### src/rtl/life_pkg.sv
`default_nettype none
// ============================================================================
//  Module   : life_pkg
//  Purpose  : Shared types and rule tables for the Life generation engine.
//             Rule masks are indexed by live-neighbour count (0..8).
//  Revision : 1.0  initial release
// ============================================================================
package life_pkg;

   typedef enum logic [1:0] {
      IDLE = 2'd0,
      SCAN = 2'd1,
      DONE = 2'd2
   } state_e;

   localparam logic [8:0] BIRTH_MASK   = 9'b000001000;
   localparam logic [8:0] SURVIVE_MASK = 9'b000001100;

   // Next state of one cell from its current state and neighbour count
   function automatic logic cell_next(input logic alive, input logic [3:0] cnt);
      logic res;
      res = 1'b0;
      if (cnt <= 4'd8) begin
         res = alive ? SURVIVE_MASK[cnt] : BIRTH_MASK[cnt];
      end
      return res;
   endfunction

endpackage : life_pkg
`default_nettype wire

### src/rtl/life_row_next.sv
`default_nettype none
// ============================================================================
//  Module   : life_row_next
//  Purpose  : Combinational next-generation row from the row above, the
//             current row and the row below. Column edges wrap when
//             LIFE_WRAP_EN is defined, otherwise pad with dead cells.
//  Revision : 1.0  initial release
// ============================================================================
module life_row_next
   import life_pkg::*;
#(
   parameter int GRID_W = 16
) (
   input  logic [GRID_W-1:0] above,
   input  logic [GRID_W-1:0] cur,
   input  logic [GRID_W-1:0] below,
   output logic [GRID_W-1:0] nxt
);

   // Extended rows: bit 0 is column -1, bit GRID_W+1 is column GRID_W
   logic [GRID_W+1:0] w_a_ext;
   logic [GRID_W+1:0] w_c_ext;
   logic [GRID_W+1:0] w_b_ext;

`ifdef LIFE_WRAP_EN
   assign w_a_ext = {above[0], above, above[GRID_W-1]};
   assign w_c_ext = {cur[0],   cur,   cur[GRID_W-1]};
   assign w_b_ext = {below[0], below, below[GRID_W-1]};
`else
   assign w_a_ext = {1'b0, above, 1'b0};
   assign w_c_ext = {1'b0, cur,   1'b0};
   assign w_b_ext = {1'b0, below, 1'b0};
`endif

   for (genvar x = 0; x < GRID_W; x++) begin : g_col
      logic [3:0] w_cnt;
      assign w_cnt = 4'(w_a_ext[x]) + 4'(w_a_ext[x+1]) + 4'(w_a_ext[x+2])
                   + 4'(w_c_ext[x])                    + 4'(w_c_ext[x+2])
                   + 4'(w_b_ext[x]) + 4'(w_b_ext[x+1]) + 4'(w_b_ext[x+2]);
      assign nxt[x] = cell_next(cur[x], w_cnt);
   end

endmodule : life_row_next
`default_nettype wire

### src/rtl/life_gen_engine.sv
`default_nettype none
// ============================================================================
//  Module   : life_gen_engine
//  Purpose  : Holds the Life cell array and evolves it one generation per
//             rising edge of envolve_v, updating one row per clock in place.
//             Optional macro: LIFE_WRAP_EN (toroidal grid).
//  Revision : 1.0  initial release
// ============================================================================
module life_gen_engine
   import life_pkg::*;
#(
   parameter int GRID_W = 16,
   parameter int GRID_H = 16,
   parameter int GEN_W  = 16
) (
   input  logic                      clk,
   input  logic                      rst,
   input  logic                      mode,
   input  logic                      envolve_v,
   input  logic                      clear,
   input  logic                      edit_we,
   input  logic [$clog2(GRID_W)-1:0] edit_x,
   input  logic [$clog2(GRID_H)-1:0] edit_y,
   input  logic                      edit_val,
   input  logic [$clog2(GRID_H)-1:0] rd_y,
   output logic [GRID_W-1:0]         rd_row,
   output logic                      busy,
   output logic                      gen_done,
   output logic [GEN_W-1:0]          gen_count
);

   localparam int YW = $clog2(GRID_H);
   localparam logic [YW-1:0] LAST_ROW = YW'(GRID_H - 1);

   logic [GRID_W-1:0] r_grid [GRID_H];
   state_e            r_state;
   logic              r_ev_q;
   logic [YW-1:0]     r_row;
   logic [GRID_W-1:0] r_prev_old;
`ifdef LIFE_WRAP_EN
   logic [GRID_W-1:0] r_first_old;
`endif
   logic [GEN_W-1:0]  r_gen_count;

   logic              w_req;
   logic [GRID_W-1:0] w_below;
   logic [GRID_W-1:0] w_next_row;

   assign w_req     = envolve_v & ~r_ev_q & mode & (r_state == IDLE);
   assign busy      = (r_state != IDLE);
   assign gen_done  = (r_state == DONE);
   assign gen_count = r_gen_count;

   // Row below the one being updated: old row 0 wraps in for the last row
   always_comb begin
      w_below = '0;
      if (r_row == LAST_ROW) begin
`ifdef LIFE_WRAP_EN
         w_below = r_first_old;
`endif
      end else begin
         w_below = r_grid[r_row + 1'b1];
      end
   end

   life_row_next #(
      .GRID_W (GRID_W)
   ) u_row_next (
      .above (r_prev_old),
      .cur   (r_grid[r_row]),
      .below (w_below),
      .nxt   (w_next_row)
   );

   // Display read port; out-of-range rows read as empty
   always_comb begin
      rd_row = '0;
      if (32'(rd_y) < GRID_H) begin
         rd_row = r_grid[rd_y];
      end
   end

   // Sequencer, array update, edit/clear handling and generation counter
   always_ff @(posedge clk or negedge rst) begin
      if (!rst) begin
         for (int i = 0; i < GRID_H; i++) begin
            r_grid[i] <= '0;
         end
         r_state     <= IDLE;
         r_ev_q      <= 1'b0;
         r_row       <= '0;
         r_prev_old  <= '0;
`ifdef LIFE_WRAP_EN
         r_first_old <= '0;
`endif
         r_gen_count <= '0;
      end else begin
         r_ev_q <= envolve_v;
         case (r_state)
            IDLE: begin
               if (w_req) begin
                  r_state     <= SCAN;
                  r_row       <= '0;
`ifdef LIFE_WRAP_EN
                  r_prev_old  <= r_grid[LAST_ROW];
                  r_first_old <= r_grid[0];
`else
                  r_prev_old  <= '0;
`endif
               end else if (clear) begin
                  for (int i = 0; i < GRID_H; i++) begin
                     r_grid[i] <= '0;
                  end
                  r_gen_count <= '0;
               end else if (edit_we && (32'(edit_x) < GRID_W) && (32'(edit_y) < GRID_H)) begin
                  r_grid[edit_y][edit_x] <= edit_val;
               end
            end
            SCAN: begin
               r_grid[r_row] <= w_next_row;
               r_prev_old    <= r_grid[r_row];
               if (r_row == LAST_ROW) begin
                  r_row       <= '0;
                  r_state     <= DONE;
                  r_gen_count <= r_gen_count + 1'b1;
               end else begin
                  r_row <= r_row + 1'b1;
               end
            end
            DONE: begin
               r_state <= IDLE;
            end
            default: begin
               r_state <= IDLE;
            end
         endcase
      end
   end

endmodule : life_gen_engine
`default_nettype wire
### config.mk
export PLATFORM = sky130hd
export DESIGN_NAME = life_gen_engine
export DESIGN_NICKNAME = d
export VERILOG_FILES = /design/src/rtl/life_pkg.sv /design/src/rtl/life_row_next.sv /design/src/rtl/life_gen_engine.sv
export SDC_FILE = /design/constraint.sdc
export NUM_CORES = 1
export LEC_CHECK = 0
export CAP_MARGIN = 5
export CORE_MARGIN = 2
export CORE_UTILIZATION = 47
export CTS_CLUSTER_SIZE = 28
export DETAILED_ROUTE_END_ITERATION = 12
export GPL_ROUTABILITY_DRIVEN = 1
export GPL_TIMING_DRIVEN = 0
export MAX_ROUTING_LAYER = met4
export PLACE_DENSITY = 0.66
export SKIP_CTS_REPAIR_TIMING = 1
export SLEW_MARGIN = 40
export SYNTH_ARGS = -nofsm -noshare
export SYNTH_HDL_FRONTEND = slang
export SYNTH_SLANG_ARGS = --single-unit
### constraint.sdc
create_clock -name clk -period 17.7 [get_ports clk]
set_clock_uncertainty 0.15 [all_clocks]
set_input_delay 1.77 -clock clk [delete_from_list [all_inputs] [get_ports clk]]
set_output_delay 1.77 -clock clk [all_outputs]
set_load 0.01 [all_outputs]
Word-level counts from Yosys, hierarchy flattened
Memory sizes are Yosys's and may differ from the RTL's.
Index checks and enable logic that the tools add are counted.
Widths: inputs -> output; s select.

storage, ports and cells
  register bits after elaboration = 295
  ROM bits = 512
  input bits = 19
  output and inout port bits = 34
  word-level logic and storage cells = 324
  memories = 32

memories
  memory           words  width  read ports  clocked after Yosys merged registers in  wr ports  line            RTL
  (no name shown)  16     1      1           0                                        0         life_pkg.sv:24  res = alive ? SURVIVE_MASK[cnt] : BIRTH_MASK[cnt];
  (no name shown)  16     1      1           0                                        0         life_pkg.sv:24
  (no name shown)  16     1      1           0                                        0         life_pkg.sv:24
  (no name shown)  16     1      1           0                                        0         life_pkg.sv:24
  (no name shown)  16     1      1           0                                        0         life_pkg.sv:24
  (no name shown)  16     1      1           0                                        0         life_pkg.sv:24
  +26 memories     --     --     --          --                                       --        --

cells by class
  $add $sub $neg = 107
  order comparisons = 40
  equality and inequality tests = 8
  muxes and demuxes = 98
  bitwise operators = 8
  reductions and logical operators = 10

operators with widths
  kind                   count
  $mux 256               3
  $bwmux 256             2
  $pmux 256 s2           1
  $add 4x1->4            89
  $mux 16                13
  $bmux 16 s4            3
  $demux 16 s4           2
  $lt 4x5->1 const B     17
  $mux 1                 65
  $le 4x4->1 const B     16
  $pmux 16 s2            2
  $add 1x1->2            15
  $ge 5x5->1 const B     4
  $not 4->5              4
  $add 16x1->16 const B  1
  $lt 5x1->1 const B     2
  $mux 4                 2
  $ne 2x2->1 const B     4
  $pmux 4 s2             1
  $add 4x1->4 const B    1
  $demux 1 s4            1
  $eq 4x4->1 const B     1
  $ge 4x1->1 const B     1
  $mux 2                 2
  other kinds (13)       19

Depth between registers and ports, before layout
  word-level depth = 15
  mapped depth = 23
  gate-level depth less buffers = 16

Hierarchy
Synthesis repeated with hierarchy kept, for this count alone.

unflattened totals
  cells, all modules = 2463
  area, all modules = 24678.7 um^2

modules (own cells, without submodules)
  module           instances  cells an instance  area each (um^2)  seq. area each (um^2)
  life_gen_engine  1          2165               22063.7           7382.1
  life_row_next    1          298                2615.0            0.0

Least setup slack after synthesis
No wires, ideal clock.

  kind = flip-flop to flip-flop
  start = reg r_row[1]
  end = reg r_grid[109] in the netlist's numbering
  setup time = 0.134 ns
  arrival time = 5.717 ns
  required time = 17.416 ns
  setup slack = 11.699 ns
  cell stages (with the launch flop) = 23
  path buffers = 7
  period minus slack after synthesis = 6.001 ns
  path through = dfrtp_1 > buf_4 > buf_12 > buf_12 > buf_6 > inv_1 > ha_1 > buf_2 > buf_1 > mux4_2 > mux2i_1 > nand2_1 > nand3_1 > fa_1 > fa_1 > inv_1 > fa_1 > fa_1 > and3_1 > o21ai_0 > a21o_1 > clkbuf_1 > o21ai_0

between the ends
  longest elaborated chain between the ends = 15
  elaborated cells between the ends (all ways) = 30
  those cells by class = add/sub: 6; order compare: 3; eq/ne: 1; mux: 15; bitwise: 2; reduce/logical: 1; memory: 2

RTL lines
  what                                                                   line                                                                  RTL
  start, declared                                                        life_gen_engine.sv:38                                                 logic [YW-1:0] r_row;
  start signal, assigned                                                 life_gen_engine.sv:127                                                r_row <= r_row + 1'b1;
  $not 4->5 (not written as such) / $add 4x1->4 (equally long branches)  life_gen_engine.sv:70, life_gen_engine.sv:120, life_gen_engine.sv:62
  $bmux 16 s4 / $not 4->5 (equally long branches)                        life_gen_engine.sv:70, life_gen_engine.sv:62
  $mux 16 (not written as such) / $bmux 16 s4 (equally long branches)    life_gen_engine.sv:70, life_gen_engine.sv:62
  $mux 16 (on tied branches)                                             life_gen_engine.sv:70, life_gen_engine.sv:62
  $add 4x1->4 / $mux 16 (equally long branches)                          life_row_next.sv:38, life_gen_engine.sv:62
  $add 4x1->4 / $mux 16 (equally long branches)                          life_row_next.sv:38, life_gen_engine.sv:57
  $add 4x1->4 (3 in a row)                                               life_row_next.sv:39                                                   + 4'(w_b_ext[x]) + 4'(w_b_ext[x+1]) + 4'(w_b_ext[x+2]);
  $mem_v2 16x1                                                           --
  $mux 1 (not written as such)                                           life_pkg.sv:24
  $mux 1                                                                 life_pkg.sv:24
  $mux 1                                                                 life_pkg.sv:23                                                        if (cnt <= 4'd8) begin
  $bwmux 256 (*)                                                         life_gen_engine.sv:120                                                r_grid[r_row] <= w_next_row;
  $pmux 256 s2 (*)                                                       life_gen_engine.sv:99                                                 case (r_state)
  end signal, assigned by index                                          life_gen_engine.sv:116                                                r_grid[edit_y][edit_x] <= edit_val;
  end signal, assigned by index                                          life_gen_engine.sv:120
  end, declared                                                          life_gen_engine.sv:35                                                 logic [GRID_W-1:0] r_grid [GRID_H];

Every way passes the cells marked *; elsewhere a longest branch is shown, timed or not. The select of a mux whose other input is x is not followed.
A chain may end at the register's enable or synchronous reset.

Worst setup path after layout
  start = reg r_row[1]
  end = reg r_grid[253] in the netlist's numbering

Same word-level chain as after synthesis.

==> results.json <==
{
  "grt_overflow": 0,
  "crit_required_ps": 18020,
  "hold-path-endpoint": "r_prev_old[15]",
  "rsz0062_at_grt": "no",
  "ys_seq_elements": 295,
  "hp-start": "r_prev_old[15]",
  "row_count": 85,
  "syn_nets": 2663,
  "min_path_type": "register to register",
  "grt_max_degree": 64,
  "reg2reg_from": "r_row[1]",
  "die_x_um": 238,
  "yosysWarnings": 0,
  "drc": 0,
  "synth_edf_count": 0,
  "synthTopCellsByArea": "dfrtp_1 (29%), mux2i_1 (14%), mux4_2 (13%), a22oi_1 (6.5%), fa_1 (4.7%)",
  "status": "finished, final reports clean",
  "fin_nets": 2760,
  "dr.first_iter.drc_count": 3563,
  "routedWlPerCell_um": 35.9,
  "timing.rr.end": "r_grid[253]",
  "ys_seq_area_frac": 0.287,
  "cp_max_fo": 10,
  "min_period_ps": 7890,
  "cts.htree.levels": 2,
  "fin_crit_sh": 0.446,
  "clock.fmax_mhz": 127,
  "die_area_mm2": 0.0566,
  "synth_top_area_share": 0.287,
  "num_vias": 23900,
  "clock_latency_ps": 610,
  "syn2layout_area_growth_pct": 11.6,
  "syn_area_per_cell_um2": 10.2,
  "grt_antenna_before_repair": 2,
  "drv_slew": 0,
  "hpwl_mm": 94.6,
  "port_buffers": 48,
  "synth-main-ff-cell": "dfrtp_1",
  "cts_buffer_depth": 3,
  "root_buffer": "clkbuf_16",
  "drive_gt1_frac": 0.172,
  "ios": 53,
  "final_common_cell": "mux2i_1",
  "cts_tree": "yes",
  "setup_viol": 0,
  "synth_cell_types": 61,
  "firstDrtPassIters": 8,
  "start_util": 0.477,
  "synthArstFlopShare": 1.00,
  "via_per_inst": 7.12,
  "grt_pass1_wl_mm": 171,
  "rrSetupSlack_ps": 9810,
  "die_h_um": 238,
  "cts_buffers": 40,
  "clkSlewWorstSetupHoldPaths_ps": 60,
  "whs_ps": 376,
  "syn_area_mm2": 0.0257,
  "grt_pass1_vias": 22700,
  "n_antenna_cell": 0,
  "worst_setup_path_start_kind": "register",
  "synth_cells": 2532,
  "endpoint_kind": "register",
  "tns_ps": 0,
  "placedInstanceArea_mm2": 0.0273,
  "arrival_ps": 8210,
  "design_area_mm2": 0.0287,
  "grtUsageTotal": 0.441,
  "hold-path-cell-count": 2,
  "final_cell_mix": "mux2i_1 (354), nand2_1 (324), dfrtp_1 (295), a22oi_1 (224), o21ai_0 (167)",
  "hold_violations": 0,
  "gp_congestion": 1.06,
  "drv_cap": 0,
  "maxSlewHeadroom": 0.320,
  "clkSinkCount": 295,
  "worst_pin_slew_ps": 1020,
  "core-area_mm2": 0.0539,
  "routed_wl_mm": 121,
  "yosysTopAreaCell": "dfrtp_1",
  "reg2regPathDepth": 22,
  "ant_nets": 0,
  "worstSetupPathType": "register to register"
}
[cells in the mapped netlist (3+ instances only)]
| master | n |
|---|---|
| ha_1 | 51 |
| a22oi_1 | 224 |
| or3_1 | 3 |
| nor2b_1 | 5 |
| a21o_1 | 9 |
| mux2i_1 | 354 |
| clkbuf_1 | 173 |
| buf_1 | 22 |
| a221o_1 | 36 |
| o22ai_1 | 32 |
| xor2_1 | 11 |
| nor2_1 | 35 |
| and2_1 | 6 |
| buf_12 | 7 |
| a22o_1 | 3 |
| a31o_2 | 10 |
| buf_2 | 64 |
| nor4bb_1 | 14 |
| nand2_1 | 325 |
| nor4b_2 | 6 |
| dfrtp_1 | 295 |
| nand3_1 | 36 |
| buf_6 | 23 |
| mux4_2 | 144 |
| buf_4 | 7 |
| fa_1 | 61 |
| o21ai_0 | 167 |
| a21oi_1 | 22 |
| and4_1 | 3 |
| inv_1 | 84 |
| a211oi_1 | 28 |
| and4b_1 | 8 |
| o31ai_1 | 96 |
| and3_1 | 21 |
| mux2_2 | 77 |
| nand4_1 | 9 |
| o21ai_1 | 29 |
[area by class of cell]
class | count | area [um^2]
inverter | 84 | 315
fill | 4941 | 25200
multi-input combinational | 1854 | 16600
tap | 696 | 871
clock buffer | 56 | 1180
buffer | 299 | 1570
clock inverter | 15 | 160
sequential | 295 | 7380
timing repair buffer | 55 | 637
[state kept, by name, indices dropped and copies added, names as in the netlist]
register and cells:
r_ev_q 1, r_grid 256, r_row 4, gen_count 16
r_prev_old 16, r_state 2
[per-layer routing]
layer,wire length (um),vias up,GRT usage
met5,0,-,-
met3,13900,351,0.100
li1,-,9740,-
met2,49700,1716,0.611
met1,48000,12100,0.586
met4,9020,0,0.271
[worst max path at each step]
stage	start	end	slack, ps	cells after the start
after global placement	rst	r_grid[225]	610	1
after global routing	r_row[1]	r_grid[109]	9730	22
final	r_row[1]	r_grid[253]	9810	22
after CTS	r_row[1]	r_grid[253]	9980	22
after floorplan	r_row[1]	r_grid[109]	11700	22
after detailed placement	r_row[1]	r_grid[253]	9950	22
[stage by stage]
stage           util  setup WS (ps)  std cells
6_report       0.532           9810       3354
4_1_cts        0.532           9980       3354
5_1_grt        0.532           9730       3354
2_1_floorplan      -          11700       2532
3_3_place_gp   0.502            610       3276
3_5_place_dp   0.507           9950       3283
[worst max-delay path, stage by stage, from the launching register on]
cell and delay [ps]:
dfrtp_1 430, buf_4 210, buf_12 200, buf_12 230
buf_6 290, inv_1 100, ha_1 300, buf_2 450
buf_2 600, mux4_2 600, mux2i_1 210, nand2_1 140
nand3_1 390, fa_1 530, fa_1 550, inv_1 50
fa_1 430, fa_1 450, and3_1 170, o21ai_0 330
a21o_1 300, clkbuf_1 440, o21ai_0 180
[cell families (layout without fill, tap and decap cells)]
family          after synthesis  count (layout)  synth area share
compound gates              664             664             0.175
flops                       295             295             0.287
xor+xnor                     14              14           0.00506
mux                         576             576             0.298
simple gates                488             488            0.0901
buf+inv                     383             509            0.0721
fa+ha+maj                   112             112            0.0723
Power is left out: the tool's default activity adds up to more than one toggle a clock period on the data nets, which glitch-free logic cannot reach.
